==> src/rtl/mem_port_arbiter.sv <==
// ----------------------------------------------------------------------------
// mem_port_arbiter
//
// Shares one single-port data RAM between instruction fetch (port 0, read
// only) and the memory stage (port 1, load/store). One access is in flight at
// a time: the winning request is latched onto the RAM bus, the design waits
// RAM_LATENCY cycles, captures ram_rdata into the granted port's read-data
// register and then pulses that port's acknowledge for exactly one cycle.
//
// Parameters:
//   ADDR_W       address width of both ports and the RAM
//   DATA_W       data width of both ports and the RAM
//   RAM_LATENCY  cycles from address presentation to valid ram_rdata (1..15)
//
// Ports:
//   clk, rst                 clock (posedge) and asynchronous active-low reset
//   p0_req/p0_addr           fetch request, held until p0_ack
//   p0_ack/p0_rdata          one-cycle completion pulse and read data
//   p1_req/p1_we/p1_addr/    memory-stage request, held until p1_ack
//   p1_wdata
//   p1_ack/p1_rdata          one-cycle completion pulse and load data
//   ram_addr/ram_wdata/      registered RAM request; ram_we only in the first
//   ram_we                   access cycle
//   ram_rdata                RAM read data
//   busy                     high whenever an access is in progress
//   grant_id                 port owning the RAM (meaningful while busy)
//
// Optional feature:
//   MEM_ARB_ROUND_ROBIN_EN   when defined, simultaneous requests are resolved
//                            round-robin; otherwise port 1 always wins.
// ----------------------------------------------------------------------------
module mem_port_arbiter #(
    parameter int ADDR_W      = 32,
    parameter int DATA_W      = 32,
    parameter int RAM_LATENCY = 1
) (
    input  logic              clk,
    input  logic              rst,
    input  logic              p0_req,
    input  logic [ADDR_W-1:0] p0_addr,
    output logic              p0_ack,
    output logic [DATA_W-1:0] p0_rdata,
    input  logic              p1_req,
    input  logic              p1_we,
    input  logic [ADDR_W-1:0] p1_addr,
    input  logic [DATA_W-1:0] p1_wdata,
    output logic              p1_ack,
    output logic [DATA_W-1:0] p1_rdata,
    output logic [ADDR_W-1:0] ram_addr,
    output logic [DATA_W-1:0] ram_wdata,
    output logic              ram_we,
    input  logic [DATA_W-1:0] ram_rdata,
    output logic              busy,
    output logic              grant_id
);

    generate
        if (RAM_LATENCY < 1 || RAM_LATENCY > 15) begin : gLatencyCheck
            $error("mem_port_arbiter: RAM_LATENCY must be in 1..15");
        end
    endgenerate

    typedef enum logic [1:0] {
        IDLE,
        ACCESS,
        RESP
    } state_t;

    localparam logic [3:0] LAT_LOAD = 4'(RAM_LATENCY);

    state_t            state_q, state_d;
    logic [3:0]        cnt_q, cnt_d;
    logic [ADDR_W-1:0] ram_addr_q, ram_addr_d;
    logic [DATA_W-1:0] ram_wdata_q, ram_wdata_d;
    logic              ram_we_q, ram_we_d;
    logic              grant_q, grant_d;
    logic [DATA_W-1:0] p0_rdata_q, p0_rdata_d;
    logic [DATA_W-1:0] p1_rdata_q, p1_rdata_d;
    logic              pick1;

`ifdef MEM_ARB_ROUND_ROBIN_EN
    logic              rr_q, rr_d;

    // Under contention the pointer picks the winner; a lone requester wins.
    always_comb begin
        if (p0_req && p1_req) begin
            pick1 = rr_q;
        end else begin
            pick1 = p1_req;
        end
    end
`else
    // Port 1 has fixed priority; port 0 only wins when port 1 is idle.
    always_comb begin
        pick1 = p1_req;
    end
`endif

    // Next-state logic. ram_we defaults low so it is only asserted for the
    // single cycle following the grant edge.
    always_comb begin
        state_d     = state_q;
        cnt_d       = cnt_q;
        ram_addr_d  = ram_addr_q;
        ram_wdata_d = ram_wdata_q;
        ram_we_d    = 1'b0;
        grant_d     = grant_q;
        p0_rdata_d  = p0_rdata_q;
        p1_rdata_d  = p1_rdata_q;
`ifdef MEM_ARB_ROUND_ROBIN_EN
        rr_d        = rr_q;
`endif

        case (state_q)
            IDLE: begin
                if (p0_req || p1_req) begin
                    state_d = ACCESS;
                    cnt_d   = LAT_LOAD;
                    grant_d = pick1;
`ifdef MEM_ARB_ROUND_ROBIN_EN
                    rr_d    = ~pick1;
`endif
                    if (pick1) begin
                        ram_addr_d  = p1_addr;
                        ram_wdata_d = p1_wdata;
                        ram_we_d    = p1_we;
                    end else begin
                        // Fetch is read-only; the write-data bus keeps its value.
                        ram_addr_d  = p0_addr;
                    end
                end
            end

            ACCESS: begin
                cnt_d = cnt_q - 4'd1;
                // Last latency cycle: read data is valid now, capture it even
                // for stores so the port register always reflects the access.
                if (cnt_q == 4'd1) begin
                    state_d = RESP;
                    if (grant_q) begin
                        p1_rdata_d = ram_rdata;
                    end else begin
                        p0_rdata_d = ram_rdata;
                    end
                end
            end

            RESP: begin
                state_d = IDLE;
            end

            default: begin
                state_d = IDLE;
            end
        endcase
    end

    // State and datapath registers; reset aborts any access immediately.
    always_ff @(posedge clk or negedge rst) begin
        if (!rst) begin
            state_q     <= IDLE;
            cnt_q       <= 4'd0;
            ram_addr_q  <= '0;
            ram_wdata_q <= '0;
            ram_we_q    <= 1'b0;
            grant_q     <= 1'b0;
            p0_rdata_q  <= '0;
            p1_rdata_q  <= '0;
`ifdef MEM_ARB_ROUND_ROBIN_EN
            rr_q        <= 1'b0;
`endif
        end else begin
            state_q     <= state_d;
            cnt_q       <= cnt_d;
            ram_addr_q  <= ram_addr_d;
            ram_wdata_q <= ram_wdata_d;
            ram_we_q    <= ram_we_d;
            grant_q     <= grant_d;
            p0_rdata_q  <= p0_rdata_d;
            p1_rdata_q  <= p1_rdata_d;
`ifdef MEM_ARB_ROUND_ROBIN_EN
            rr_q        <= rr_d;
`endif
        end
    end

    assign p0_ack    = (state_q == RESP) && !grant_q;
    assign p1_ack    = (state_q == RESP) &&  grant_q;
    assign p0_rdata  = p0_rdata_q;
    assign p1_rdata  = p1_rdata_q;
    assign ram_addr  = ram_addr_q;
    assign ram_wdata = ram_wdata_q;
    assign ram_we    = ram_we_q;
    assign busy      = (state_q != IDLE);
    assign grant_id  = grant_q;

endmodule

==> config.mk <==
export PLATFORM = sky130hd
export DESIGN_NAME = mem_port_arbiter
export DESIGN_NICKNAME = d
export VERILOG_FILES = /design/src/rtl/mem_port_arbiter.sv
export SDC_FILE = /design/constraint.sdc
export NUM_CORES = 1
export LEC_CHECK = 0
export BUFFER_PORTS_ARGS = -buffer_cell sky130_fd_sc_hd__buf_4
export CAP_MARGIN = 40
export CORE_UTILIZATION = 40
export CTS_BUF_LIST = sky130_fd_sc_hd__clkbuf_8
export CTS_CLUSTER_SIZE = 12
export DETAILED_ROUTE_END_ITERATION = 10
export PLACE_DENSITY = 0.76
export SYNTH_ARGS = -nofsm -noshare
export SYNTH_HDL_FRONTEND = slang
export SYNTH_SLANG_ARGS = --single-unit
==> constraint.sdc <==
create_clock -name clk -period 1.9 [get_ports clk]
set_clock_uncertainty 0.05 [all_clocks]
set_input_delay 0.38 -clock clk [delete_from_list [all_inputs] [get_ports clk]]
set_output_delay 0.38 -clock clk [all_outputs]
set_load 0.005 [all_outputs]
### Word level (Yosys, flattened, before mapping)

Index checks and enable logic that the tools add are counted.

| storage, ports and cells | value |
|---|---|
| register bits after elaboration | 136 |
| bits of input ports | 133 |
| output and inout bits | 133 |
| word-level logic and storage cells | 37 |

| cells by class | value |
|---|---|
| add/sub/neg operators | 1 |
| equal/unequal tests | 5 |
| multiplexer cells | 9 |
| bitwise gates (word level) | 1 |
| reductions and logical operators | 13 |

Operators with widths:

| cell | number |
|---|---|
| $mux W32 | 1 |
| $reduce_and A3 Y1 | 3 |
| $pmux W4 S2 | 1 |
| $reduce_and A2 Y1 | 3 |
| $eq A4 B1 Y1 const B | 1 |
| $mux W2 | 2 |
| $mux W4 | 1 |
| $ne A2 B2 Y1 const B | 2 |
| $pmux W2 S2 | 1 |
| $reduce_bool A2 Y1 | 2 |
| $sub A4 B1 Y4 const B | 1 |
| $mux W1 | 3 |
| $eq A2 B1 Y1 const B | 1 |
| $eq A2 B2 Y1 const B | 1 |
| $logic_and A1 B1 Y1 | 2 |
| $logic_not A2 Y1 | 1 |
| $logic_not A1 Y1 | 1 |
| $logic_or A1 B1 Y1 | 1 |
| $not A1 Y1 | 1 |

### Longest topological paths before layout

Gate-level depths: netlist of run 1.

| logic depth | value |
|---|---|
| depth in word-level cells | 3 |
| mapped depth | 7 |
| gate-level depth less buffers | 5 |

### Worst setup path after synthesis of run 1

No wires, ideal clock.

| timing | value |
|---|---|
| kind | reg2reg |
| from | reg cnt_q[1] |
| to | reg p1_rdata_q[10] (netlist: p1_rdata[10]) |
| setup time | 125 ps |
| arrival | 1831 ps |
| data required time | 1725 ps |
| setup slack | -107 ps |
| stages on the path, launching flop included | 8 |
| buffers on the path | 2 |
| clock period less this slack | 2007 ps |
| cells stage by stage | dfrtp_1 -> inv_1 -> ha_1 -> or3b_4 -> or3_1 -> buf_2 -> buf_6 -> mux2_4 |

| between the ends | value |
|---|---|
| cells in the longest elaborated chain, start to end | 2 |

Ends and longest elaborated chain:

| element | line | text |
|---|---|---|
| from (decl) | 72 | `logic [3:0] cnt_q, cnt_d;` |
| from (signal assigned) | 174 | `cnt_q <= cnt_d;` |
| $eq A4 B1 Y1 | 138 | `if (cnt_q == 4'd1) begin` |
| $reduce_and A3 Y1 (no source line) | n/a |  |
| to (signal assigned) | 180 | `p1_rdata_q <= p1_rdata_d;` |
| to (decl) | 78 | `logic [DATA_W-1:0] p1_rdata_q, p1_rdata_d;` |

No other way between the ends.
A chain may end at the register's enable or synchronous reset.

### Final worst setup path of run 1

| timing | value |
|---|---|
| from | reg cnt_q[1] |
| to | reg p1_rdata_q[21] (netlist: p1_rdata[21]) |

The elaborated chain is that of the path after synthesis.

==> summary.md, run 1 <==
| Metric | Value |
|---|---|
| Die span in y | `121 um` |
| Core area | `13500 sq um` |
| Slew Limit Fails | `0` |
| Crit path cell chain | `inv_2 > ha_4 > or3b_4 > or3_4 > clkbuf_16 > mux2_4` |
| Pre-antenna DRT Iters | `4` |
| CP max stage delay | `430 ps` |
| Fin. Hold Viols | `0` |
| Violated checks | `setup timing` |
| Nets@finish | `775` |
| Max Clk Rate | `0.485 GHz` |
| Synthesized area per cell | `16.2 sq um` |
| Final ANT Viol Nets | `0` |
| Status | `complete, but fails checks` |
| Synth top area share | `60.4%` |
| Vias | `4017` |
| Switching Share | `28.8%` |
| Port Buffers | `265` |
| Routed len/inst | `17.7 um` |
| Final worst path period share | `108%` |
| Max-slew headroom | `74.0%` |
| Clk slew on worst S/H paths | `80 ps` |
| WP buf/inv | `2` |
| LEAKAGE | `4.29 nW` |
| Placement Cell Area | `7950 sq um` |
| Worst-Margin Slew | `391 ps` |
| Largest net degree at the start of global routing | `73` |
| Synth warn | `0` |
| DIE WIDTH | `121 um` |
| Area growth from synthesis to layout | `54.8%` |
| Via density | `4.85` |
| CP delay by family, top | `simple AND/OR/NAND/NOR gates` |
| Post-synth top area cell | `dfrtp_1` |
| # diodes | `0` |
| Post-synthesis sequential area ratio | `60.4%` |
| Vias in the first global route | `4368` |
| Leading post-synthesis cells by cell area | `dfrtp_1 60%, mux2_2 26%, mux2_4 8.0%` |
| Critical path peak fanout | `8` |
| Comb pwr share | `45.1%` |
| Bufs on Longest Clock Path | `2` |
| WP data required | `2180 ps` |
| Starting Density | `41.7%` |
| CP arrival | `2340 ps` |
| Clk_lat worst skew | `440 ps` |
| # placed instances | `786` |
| Synthesized cell area | `5630 sq um` |
| Register bit total from synthesis | `136` |
| CP max-delay cell | `or3_4` |
| Pwr/cell area | `1700 nW/um^2` |
| FP Rows | `42` |
| Worst hold path class | `in2reg` |
| Initial antenna violation count | `0` |
| GRT Resource Usage Total | `20.1%` |
| Sw power | `4.27 mW` |
| CTS tree | `built` |
| Post-DP HPWL | `10.2 mm` |
| Routability cong. | `0.785` |
| Unrepaired setup endpoints after global routing | `true` |
| # fillers | `994` |
| Iter 0 DRT Violations | `144` |
| Post-Syn Instances | `348` |
| Peak supply drop | `0.000964 V` |
| TritonCTS Sinks | `136` |
| Worst Setup End Kind | `flop` |
| Clock power share | `19.1%` |
| Clock root buffer | `clkbuf_8` |
| Reg power frac | `35.8%` |
| Pre-CTS setup slack | `-237 ps` |
| Setup-failing EPs final | `64` |
| Crit path kind | `reg2reg` |
| GRT overflow | `0` |
| Worst setup margin | `-161 ps` |
| Crit path time final | `2060 ps` |
| Layout cells sized above 1 | `74.4%` |
| WL final | `14.7 mm` |
| P_int | `10.5 mW` |
| Residual DRC | `0` |
| Startpoint Class | `flop` |
| MaxCap Viol Count | `0` |
| H-tree levels | `4` |
| Cts bufs inserted | `17` |
| # IOs | `266` |
| Full die area | `14600 sq um` |
| Post-route cell area | `8720 sq um` |
| Mapped Nets | `483` |
| Post-route insts no fill | `829` |
| Yosys cell types | `27` |
| First-pass GRT wire length | `22.3 mm` |
==> Yosys cell counts <==
master / n
dfrtp_1: 136
mux2_2: 128
mux2_4: 30
buf_2: 10
clkbuf_1: 6
inv_1: 5
nor2_1: 4
buf_6: 3
nor3_1: 3
a21o_1: 2
ha_1: 2
mux2_1: 2
nand2_1: 2
xor2_1: 2
a21oi_1: 1
a22o_1: 1
and2_1: 1
and3_1: 1
nand2b_1: 1
nand3b_1: 1
nor2b_1: 1
nor3_2: 1
o21a_1: 1
o22ai_1: 1
o31ai_1: 1
or3_1: 1
or3b_4: 1
==> repair_timing <==
action | CTS | global route
endpoints found under the setup margin | 64 | 64
hold buffers | 1 | 0
gates cloned | 2 | 4
resized for setup | 6 | 20
setup buffers | 1 | 3
hold endpoints to repair | 136 | 0
==> cell usage in the layout, fill, tap and decap left out, types with 2 or more instances in the layout <==
cell and instances:
inv_1 5, nor2_1 4, inv_6 2, bufinv_16 5, a21o_1 2, clkbuf_8 21, clkinvlp_4 2, buf_12 8
nand2_1 2, buf_16 2, dfrtp_1 136, nor3_1 3, buf_4 276, mux2_4 49, buf_6 2, clkbuf_16 3
xor2_1 2, mux2_2 110
==> cell families after synthesis <==
logic type               synth area share, %
AO/OA/AOI/OAI                          0.889
buffers and inverters                   2.22
XOR/XNOR                               0.311
adder cells (fa/ha/maj)                0.444
multiplexers                            34.0
AND/OR/NAND/NOR                         1.73
flip-flops                              60.4
==> path summary, 6_finish.rpt <==
check                      slack, ps                    start                         to  cells after the start
min reg2reg                      450  p0_rdata[5]$_DFFE_PN0P_    p0_rdata[5]$_DFFE_PN0P_                      1
max reg2reg                     -160     cnt_q[1]$_DFFE_PN0P_   p1_rdata[21]$_DFFE_PN0P_                      6
max in group asynchronous        980                      rst  ram_wdata[10]$_DFFE_PN0P_                      3
max                             -160     cnt_q[1]$_DFFE_PN0P_   p1_rdata[21]$_DFFE_PN0P_                      6
min in group asynchronous        480                      rst    p0_rdata[2]$_DFFE_PN0P_                      3
min                              120             p1_wdata[22]  ram_wdata[22]$_DFFE_PN0P_                      2
==> per-stage QoR <==
step           hold WS [ps]  TNS (ps)  util, %  power, mW
4_1_cts                90.9     -7160     63.1       14.5
3_3_place_gp            376     -7760     58.9       11.2
3_5_place_dp            378    -11590     58.9       11.5
2_1_floorplan          34.4     -3180        -       8.13
6_report                122     -8390     64.5       14.8
5_1_grt                84.0    -11020     64.5       15.6
==> power by group through the flow <==
stage	Sequential [mW]	Combinational, mW	Clock, mW
after floorplan	5.29	2.85	0
after global placement	5.22	6.00	0
after global routing	5.48	7.11	3.02
after CTS	5.29	6.35	2.89
after detailed placement	5.32	6.20	0
final	5.30	6.67	2.83
==> per-layer routing <==
metal  wire, um  vias to the layer above  GRT usage (%)
met5          0                        -              0
met4        242                        0           6.94
met3       1100                       20           7.22
met2       7790                      173           35.1
met1       5550                     2008           22.7
li1           -                     1816              -
==> final cells by class <==
class                   count  area, sq um  share of cell area [%]
flip-flops and latches    136         3400                    39.0
inverters                   5         18.8                   0.215
repair buffers            292         2390                    27.5
clock inverters            11          191                    2.20
multi-input cells         188         2200                    25.2
well taps                 176          220                    2.53
clock buffers              21          289                    3.32
==> flip-flops by register name (all words and copies together), names as in the netlist <==
signal	cells
p1_rdata	32
state_q	2
ram_wdata	32
cnt_q	4
ram_addr	32
grant_id	1
ram_we	1
p0_rdata	32
Power figures use the tool's default switching activity.
==> inputs of run 2 (changes only) <==
==> constraint.sdc (replaced) <==
create_clock -name clk -period 1.9 [get_ports clk]
set_clock_uncertainty 0.05 [all_clocks]
set_input_delay 0.095 -clock clk [delete_from_list [all_inputs] [get_ports clk]]
set_output_delay 0.095 -clock clk [all_outputs]
set_load 0.005 [all_outputs]
==> run 2 against run 1 <==
Against the previous run:
- the run still ends with setup timing left
- sequential power is essentially flat
- clock power shrank 31%
- non-clock buffer count grew 126
==> summary.md, run 2 (synthesized netlist as in run 1, its figures left out) <==
| Metric | Value |
|---|---|
| Status | `complete, but fails checks` |
| Violated checks | `setup timing` |
| Largest net degree at the start of global routing | `77 (+5.5%)` |
| Worst hold path class | `in2reg` |
| Port Buffers | `265 (unchanged)` |
| Post-route cell area | `9660 sq um (+11%)` |
| Vias in the first global route | `5036 (+15%)` |
| Critical path peak fanout | `8 (unchanged)` |
| Crit path cell chain | `inv_2 > ha_1 > or3b_4 > or3_4 > buf_16 > mux2_4` |
| Worst setup margin | `-187 ps (-26.7 ps)` |
| Starting Density | `41.7% (unchanged)` |
| Clock root buffer | `clkbuf_8` |
| Hold slack | `50.0 ps (-71.5 ps)` |
| Final worst path period share | `110% (+1.4 points)` |
| Pwr/cell area | `1440 nW/um^2 (-15%)` |
| Commonest non-fill, non-tap cell in the layout | `buf_4` |
| Slew Limit Fails | `0 (unchanged)` |
| FP Rows | `42 (unchanged)` |
| Fin. Hold Viols | `0 (unchanged)` |
| Die span in y | `121 um (unchanged)` |
| Core area | `13500 sq um (unchanged)` |
| Pre-antenna DRT Iters | `4 (unchanged)` |
| CTS tree | `built` |
| R2R setup slack | `-190 ps (-30 ps)` |
| Peak supply drop | `0.000791 V (-18%)` |
| Setup-failing EPs final | `64 (unchanged)` |
| Iter 0 DRT Violations | `176 (+22%)` |
| # IOs | `266 (unchanged)` |
| GRT overflow | `0 (unchanged)` |
| WL final | `16.5 mm (+13%)` |
| Area growth from synthesis to layout | `71.6%` |
| WP data required | `2180 ps (about the same)` |
| Worst Setup End Kind | `flop` |
| Cts bufs inserted | `17 (unchanged)` |
| Critical hold path startpoint | `p1_req` |
| FF-to-FF path depth | `6 (unchanged)` |
| Clk slew on worst S/H paths | `70 ps (about the same)` |
| Crit path time final | `2090 ps (+26.7 ps)` |
| Max Clk Rate | `0.479 GHz (-1.3%)` |
| Startpoint Class | `flop` |
| H-tree levels | `4 (unchanged)` |
| Worst-Margin Slew | `772 ps (+382 ps)` |
| Routed len/inst | `17.3 um (-2.2%)` |
| Post-DP HPWL | `9.97 mm (-2.3%)` |
| CP max-delay cell | `or3_4` |
| Worst Hold Endpoint | `ram_we$_DFF_PN0_` |
| GRT Resource Usage Total | `23.6% (+3.5 points)` |
| TritonCTS Sinks | `136 (unchanged)` |
| Hold path cells | `2 (unchanged)` |
| CP arrival | `2370 ps (+30 ps)` |
| Bufs on Longest Clock Path | `2 (unchanged)` |
| Clk_lat worst skew | `440 ps (about the same)` |
| Final ANT Viol Nets | `0 (unchanged)` |
| CP max stage delay | `460 ps (+30 ps)` |
| Power Total | `13.9 mW (-5.9%)` |
| Via density | `4.71 (-2.8%)` |
| R2r endpoint | `p1_rdata[29]$_DFFE_PN0P_` |
| Max-slew headroom | `48.5% (-25 points)` |
| Commonest non-fill, non-tap cells in the layout | `279 x buf_4, 136 x dfrtp_1, 131 x dlygate4sd3_1` |
| Unrepaired setup endpoints after global routing | `true` |
| Reg-to-Reg Start | `cnt_q[1]$_DFFE_PN0P_` |
| DIE WIDTH | `121 um (unchanged)` |
| MaxCap Viol Count | `0 (unchanged)` |
| Full die area | `14600 sq um (unchanged)` |
| Initial antenna violation count | `0 (unchanged)` |
| Vias | `4497 (+12%)` |
| # diodes | `0 (unchanged)` |
| Routability cong. | `0.760 (-3.2%)` |
| Placement Cell Area | `7930 sq um (-0.22%)` |
| Nets@finish | `901 (+16%)` |
| Layout cells sized above 1 | `61.0% (-13 points)` |
| Residual DRC | `0 (unchanged)` |
| Crit path kind | `reg2reg` |
| LEAKAGE | `4.66 nW (+8.7%)` |
| First-pass GRT wire length | `25.8 mm (+16%)` |
run 2: cell count changes in the layout (fill, tap and decap cells not counted), sizes merged, moves of 3 or more:
cell and change:
clkinv +3, clkbuf -5, inv +3, dlygate4sd3 +130
bufinv -5
run 2: layout make-up:
| type | count | area (sq um) |
|---|---|---|
| Fill cell | 860 | 3840 |
| Clock buffer | 18 | 248 |
| Tap cell | 176 | 220 |
| Timing Repair Buffer | 418 | 3590 |
| Sequential cell | 136 | 3400 |
| Multi-Input combinational cell | 188 | 2120 |
| Inverter | 5 | 18.8 |
| Clock inverter | 14 | 72.6 |
run 2: layer usage:
| metal | vias to the layer above | routed length, um | track usage [%] |
|---|---|---|---|
| met5 | - | 0 | 0 |
| met4 | 0 | 295 | 9.10 |
| met3 | 21 | 968 | 6.37 |
| met2 | 179 | 9030 | 43.3 |
| met1 | 2228 | 6260 | 25.7 |
| li1 | 2069 | - | - |
run 2: stage by stage:
stage | setup TNS [ps] | util [%] | worst slack [ps] | std cells
after floorplan | -3180 | - | -106 | 348
after global placement | -7940 | 58.7 | -170 | 787
after detailed placement | -11260 | 58.7 | -232 | 787
after CTS | -8320 | 71.3 | -159 | 953
after global routing | -12660 | 71.6 | -224 | 955
final | -9210 | 71.6 | -187 | 955
run 2: critical path, delay by kind of cell, from the launching register on:
kind / cells / cell delay [ps]
adder cells (fa/ha/maj): 1 / 120
buffers and inverters: 2 / 250
flip-flops: 1 / 400
multiplexers: 1 / 310
AND/OR/NAND/NOR: 2 / 830
run 2: how the worst max path moves through the flow:
stage | start | end | slack, ps
global route | cnt_q[1]$_DFFE_PN0P_ | p1_rdata[29]$_DFFE_PN0P_ | -220
finish | cnt_q[1]$_DFFE_PN0P_ | p1_rdata[29]$_DFFE_PN0P_ | -190
global placement | cnt_q[1]$_DFFE_PN0P_ | p1_rdata[4]$_DFFE_PN0P_ | -170
detailed placement | cnt_q[1]$_DFFE_PN0P_ | p1_rdata[5]$_DFFE_PN0P_ | -230
CTS | cnt_q[1]$_DFFE_PN0P_ | p0_rdata[2]$_DFFE_PN0P_ | -160
floorplan | cnt_q[1]$_DFFE_PN0P_ | p1_rdata[10]$_DFFE_PN0P_ | -110
run 2: timing repair:
action                                  CTS  global route
buffers inserted                          1             1
endpoints found under the hold margin   267             0
hold buffers                            131             0
resized for setup                         4             0
endpoints found under the setup margin   64            64
pin swaps                                 0             1
gates cloned                              2             1
run 2: report_power, final:
part,leakage [nW],switching [mW],internal (mW)
clock,0.178,1.07,0.893
sequential,1.61,0.907,4.40
combinational,2.87,2.29,4.38
